===== config.mk =====
export PLATFORM = sky130hd
export DESIGN_NAME = alu_seq_core
export DESIGN_NICKNAME = d
export VERILOG_FILES = /design/src/rtl/alu_seq_core.sv
export SDC_FILE = /design/constraint.sdc
export NUM_CORES = 1
export LEC_CHECK = 0
export CAP_MARGIN = 25
export CORE_MARGIN = 2
export CORE_UTILIZATION = 48
export CTS_BUF_LIST = sky130_fd_sc_hd__clkbuf_8
export DETAILED_ROUTE_END_ITERATION = 8
export GPL_TIMING_DRIVEN = 0
export PLACE_DENSITY_LB_ADDON = 0.1
export SLEW_MARGIN = 15
export SYNTH_ARGS = -nofsm -noshare
export SYNTH_HDL_FRONTEND = slang
export SYNTH_SLANG_ARGS = --single-unit

===== constraint.sdc =====
create_clock -name clk -period 11.5 [get_ports clk]
set_clock_uncertainty 0.15 [all_clocks]
set_input_delay 2.3 -clock clk [delete_from_list [all_inputs] [get_ports clk]]
set_output_delay 2.3 -clock clk [all_outputs]
set_load 0.05 [all_outputs]

===== src/rtl/alu_seq_core.sv =====
// Handshaked WIDTH-bit ALU with registered outputs and a shift-add multiplier.
// Define ALU_OVF_EN to add the signed-overflow output ovf.
module alu_seq_core #(
    parameter int WIDTH = 8
) (
    input  logic               clk,
    input  logic               rst_n,
    input  logic               in_valid,
    output logic               in_ready,
    input  logic [WIDTH-1:0]   a,
    input  logic [WIDTH-1:0]   b,
    input  logic [2:0]         select,
    output logic               out_valid,
    input  logic               out_ready,
    output logic [2*WIDTH-1:0] result,
    output logic               carry,
    output logic               zflag
`ifdef ALU_OVF_EN
    ,
    output logic               ovf
`endif
);

    localparam int RW = 2 * WIDTH;
    localparam int CW = $clog2(WIDTH + 1);
    localparam logic [CW-1:0] LAST = CW'(WIDTH - 1);

    typedef enum logic [2:0] {
        OP_ADD  = 3'b000,
        OP_SUB  = 3'b001,
        OP_MUL  = 3'b010,
        OP_AND  = 3'b011,
        OP_OR   = 3'b100,
        OP_NAND = 3'b101,
        OP_NOR  = 3'b110,
        OP_XOR  = 3'b111
    } op_e;

    typedef enum logic {
        S_IDLE,
        S_MUL
    } state_e;

    state_e          state_q, state_d;
    logic [RW-1:0]   mcand_q, mcand_d;
    logic [WIDTH-1:0] mplier_q, mplier_d;
    logic [RW-1:0]   acc_q, acc_d;
    logic [CW-1:0]   cnt_q, cnt_d;
    logic [RW-1:0]   result_q, result_d;
    logic            carry_q, carry_d;
    logic            zflag_q, zflag_d;
    logic            out_valid_q, out_valid_d;
    logic            ovf_q, ovf_d;

    logic            accept;
    logic [WIDTH:0]  sum;
    logic [WIDTH:0]  diff;
    logic [RW-1:0]   a_ext;
    logic [RW-1:0]   b_ext;
    logic [RW-1:0]   alu_res;
    logic            alu_carry;
    logic            alu_ovf;
    logic [RW-1:0]   acc_step;

    assign a_ext = {{WIDTH{1'b0}}, a};
    assign b_ext = {{WIDTH{1'b0}}, b};
    assign sum   = {1'b0, a} + {1'b0, b};
    assign diff  = {1'b0, a} - {1'b0, b};

    always_comb begin
        alu_res   = '0;
        alu_carry = 1'b0;
        alu_ovf   = 1'b0;
        unique case (op_e'(select))
            OP_ADD: begin
                alu_res   = {{WIDTH{1'b0}}, sum[WIDTH-1:0]};
                alu_carry = sum[WIDTH];
                alu_ovf   = (a[WIDTH-1] == b[WIDTH-1]) &&
                            (sum[WIDTH-1] != a[WIDTH-1]);
            end
            OP_SUB: begin
                alu_res   = {{WIDTH{1'b0}}, diff[WIDTH-1:0]};
                alu_carry = diff[WIDTH];
                alu_ovf   = (a[WIDTH-1] != b[WIDTH-1]) &&
                            (diff[WIDTH-1] != a[WIDTH-1]);
            end
            OP_AND:  alu_res = a_ext & b_ext;
            OP_OR:   alu_res = a_ext | b_ext;
            OP_NAND: alu_res = ~(a_ext & b_ext);
            OP_NOR:  alu_res = ~(a_ext | b_ext);
            OP_XOR:  alu_res = a_ext ^ b_ext;
            default: alu_res = '0;
        endcase
    end

    assign acc_step = acc_q + (mplier_q[0] ? mcand_q : '0);

    assign in_ready = (state_q == S_IDLE) && (!out_valid_q || out_ready);
    assign accept   = in_valid && in_ready;

    always_comb begin
        state_d     = state_q;
        mcand_d     = mcand_q;
        mplier_d    = mplier_q;
        acc_d       = acc_q;
        cnt_d       = cnt_q;
        result_d    = result_q;
        carry_d     = carry_q;
        zflag_d     = zflag_q;
        out_valid_d = out_valid_q;
        ovf_d       = ovf_q;

        if (out_valid_q && out_ready) begin
            out_valid_d = 1'b0;
        end

        unique case (state_q)
            S_IDLE: begin
                if (accept) begin
                    if (op_e'(select) == OP_MUL) begin
                        mcand_d  = a_ext;
                        mplier_d = b;
                        acc_d    = '0;
                        cnt_d    = '0;
                        state_d  = S_MUL;
                    end else begin
                        result_d    = alu_res;
                        carry_d     = alu_carry;
                        zflag_d     = (alu_res == '0);
                        ovf_d       = alu_ovf;
                        out_valid_d = 1'b1;
                    end
                end
            end
            S_MUL: begin
                acc_d    = acc_step;
                mcand_d  = mcand_q << 1;
                mplier_d = mplier_q >> 1;
                cnt_d    = cnt_q + 1'b1;
                // Final iteration: publish the accumulated product directly.
                if (cnt_q == LAST) begin
                    result_d    = acc_step;
                    carry_d     = 1'b0;
                    zflag_d     = (acc_step == '0);
                    ovf_d       = 1'b0;
                    out_valid_d = 1'b1;
                    state_d     = S_IDLE;
                end
            end
            default: state_d = S_IDLE;
        endcase
    end

    always_ff @(posedge clk or negedge rst_n) begin
        if (!rst_n) begin
            state_q     <= S_IDLE;
            mcand_q     <= '0;
            mplier_q    <= '0;
            acc_q       <= '0;
            cnt_q       <= '0;
            result_q    <= '0;
            carry_q     <= 1'b0;
            zflag_q     <= 1'b0;
            out_valid_q <= 1'b0;
            ovf_q       <= 1'b0;
        end else begin
            state_q     <= state_d;
            mcand_q     <= mcand_d;
            mplier_q    <= mplier_d;
            acc_q       <= acc_d;
            cnt_q       <= cnt_d;
            result_q    <= result_d;
            carry_q     <= carry_d;
            zflag_q     <= zflag_d;
            out_valid_q <= out_valid_d;
            ovf_q       <= ovf_d;
        end
    end

    assign result    = result_q;
    assign carry     = carry_q;
    assign zflag     = zflag_q;
    assign out_valid = out_valid_q;

`ifdef ALU_OVF_EN
    assign ovf = ovf_q;
`else
    logic unused_ovf;
    assign unused_ovf = ovf_q ^ alu_ovf;
`endif

endmodule


==> run metrics, run 1 <==
setup tns final 0 ns; crit path kind input pin to primary output; P&R area growth vs syn 17.1%; cell accounting for the most synthesized area dfrtp_1; non-filler instance count after layout 713; logic gate share of total power 0.564; Syn Std Cell Area 0.00463 mm^2; clock latency on the worst-skew pair 0.34 ns; initial drt markers 247; first-pass GRT wire length 19.9 mm; Critical Path AT 3.89 ns; total placed cells including tap cells 697; share of cells above drive strength 1 0.0479; Detail Route Antenna Nets 0; CP max FO 5; top cells by count, synth 80 x nand2_1, 64 x dfrtp_1, 40 x ha_1; starting density of the core 0.499; syn_nets 593; Max Cap Viol 0; worst slew pin tran 0.744 ns; die span in y 102 um; Ant. Diodes 0; reg2reg end zflag; number of flops mapped to enable cells by yosys 0; Cell Pwr Density 254 mW/mm^2; Syn Area/Cell 8.79 um^2; Seq/Total Area, Yosys 0.346; Final Hold Vio Count 0; largest net degree at the start of global routing 62; number of synthesized register bits 64; Clock Power Share 0.146; NetSw 0.652 mW; core area 0.00928 mm^2; Die Wd 102 um; Slew Limit Fails 0; H-tree lvl count 3; cts repair resizes 0; CTS sink count 64; crit share post-route 0.551; Synth top area share 0.346; area of the multi-input gates 0.00282 mm^2; CTS tree built; RSZ-0062 raised after global routing false; initial antenna violation count 0; fill count 827; Post-CTS Hold Fix Bufs 0; r2r startpoint mplier_q[0]; clk slew on worst S/H paths 0.07 ns; register area 0.00160 mm^2; Crit. End Element primary output; io pins 43; cell count of the worst reg-to-reg path 10; hold path start result[2]; Yosys warning total 0; grt ovf 0; Peak VDD IR 0.123 mV; status finished, final reports clean; DRC viols 0; hold worst-path end result[2]; gpl congestion 0.972; synth unique cells 58; Vias/cell 5.72; Core Rows 35; Seq pwr share 0.290; top-count cell post-synth nand2_1; clk buf depth 2; max frequency 158 MHz; Pint 0.725 mW; Power, Total 1.38 mW; die area 0.0104 mm^2; Top FF cell, synth dfrtp_1; Post-Synthesis Cells 527; dpl hpwl 9.39 mm; P_leak 2.53 nW; Synth area leaders dfrtp_1 35%, ha_1 11%, nand2_1 6.5%; Setup violations, final 0; Startpoint Class input pin; layout net count 645; vias in the first global route 3,856; GRT Total Usage 0.247; WHS Path Cells 1; DR WL/cell 17.0 um; Post-CTS Setup Bufs 0; Worst EP required 9.05 ns; vias 4,078; Worst Hold Class flop to flop; reg2reg setup slack 7.45 ns; cts bufs inserted 9; Post-Route WL 12.1 mm; switching part of the total power 0.474; fin crit period 6.34 ns; async set-or-reset flop fraction in the synthesized netlist 1.00; Clock Root Buffer clkbuf_8; input/output buffers 40; DR pass1 iterations 7; Slew HR 0.502
==> worst max-delay path: stages <==
cell             delay, ns
clkdlybuf4s50_1       0.45
nand2b_1              0.18
and2_1                0.15
clkdlybuf4s50_1       0.80
==> sequential cells by signal, summed over array words and instances, names as in the netlist <==
| register | count |
|---|---|
| mplier_q | 8 |
| cnt_q | 4 |
| result | 16 |
| zflag | 1 |
| state_q | 1 |
| acc_q | 16 |
| out_valid | 1 |
| carry | 1 |
| mcand_q | 16 |
==> layer usage <==
metal / share of wire / vias to the layer above / routed length [um] / GRT usage
li1: - / 1977 / - / -
met1: 0.49 / 1979 / 5920 / 0.371
met2: 0.44 / 109 / 5360 / 0.378
met3: 0.059 / 13 / 719 / 0.0328
met4: 0.011 / 0 / 128 / 0.0626
met5: 0 / - / 0 / 0
==> cell families after synthesis <==
logic type,after synthesis,share of synthesized area
xor gates and xnor gates,29,0.0549
adders and majority gates,43,0.121
DFF,64,0.346
and+or+nand+nor,158,0.162
AOI/OAI and AO/OA,159,0.227
muxes,20,0.0438
buffers and inverters,54,0.0451
==> cell type report <==
class / instances / share of cell area
Multi-Input combinational cell: 409 / 0.520
Sequential cell: 64 / 0.295
Timing Repair Buffer: 41 / 0.0784
Tap cell: 129 / 0.0298
Clock buffer: 10 / 0.0254
Inverter: 28 / 0.0194
Buffer: 26 / 0.0192
Clock inverter: 6 / 0.0125
==> per-stage QoR <==
step	cell area (um^2)	hold slack, ns	util	setup slack, ns
2_1_floorplan	4630	0.298	-	6.17
3_3_place_gp	5190	0.313	0.559	5.19
3_5_place_dp	5220	0.316	0.562	5.17
4_1_cts	5420	0.332	0.584	5.15
5_1_grt	5420	0.356	0.584	5.06
6_report	5420	0.330	0.584	5.16
==> power groups by stage <==
| stage | clock network [mW] | logic [mW] | registers (mW) |
|---|---|---|---|
| 6_report | 0.201 | 0.777 | 0.399 |
| 3_5_place_dp | 0 | 0.772 | 0.402 |
| 2_1_floorplan | 0 | 0.456 | 0.488 |
| 4_1_cts | 0.204 | 0.774 | 0.399 |
| 3_3_place_gp | 0 | 0.753 | 0.398 |
| 5_1_grt | 0.215 | 0.850 | 0.411 |
==> cell usage in the layout, fill, tap and decap left out, types with 8 or more instances in the layout <==
cell,synthesis,final
nor2_1,27,27
xnor2_1,20,20
a21oi_1,37,37
a21o_1,8,8
inv_1,26,26
and2_1,17,17
o21ai_0,11,11
o21ai_1,26,26
ha_1,40,40
clkdlybuf4s50_1,0,39
clkbuf_1,21,21
dfrtp_1,64,64
a22o_1,15,15
a31oi_1,11,11
xor2_1,9,9
clkbuf_8,0,10
mux2i_1,18,18
nand2_1,80,80
==> worst max path at each step <==
stage               depth (start not counted)       from        to  slack [ns]
finish                                      4  out_ready  in_ready        5.16
global route                                4  out_ready  in_ready        5.06
CTS                                         4  out_ready  in_ready        5.15
detailed placement                          4  out_ready  in_ready        5.17
global placement                            4  out_ready  in_ready        5.19
floorplan                                   2  out_ready  in_ready        6.17
Note: power is estimated with default switching activity, not from simulation.
==> run 2, diff against run 1 <==
- clock period: 11.5 -> 6.12 ns (I/O delays scaled with it)
==> results of run 2 <==
Same layout as run 1 (identical final DEF). Status: finished, final reports clean.
Among the figures that moved: setup slack after placement 5.17 ns -> 1.58 ns; setup slack after layout 5.16 ns -> 1.93 ns; register-to-register setup slack 7.45 ns -> 2.07 ns; total power 1.38 mW -> 2.59 mW; worst IR drop on VDD 0.123 mV -> 0.231 mV
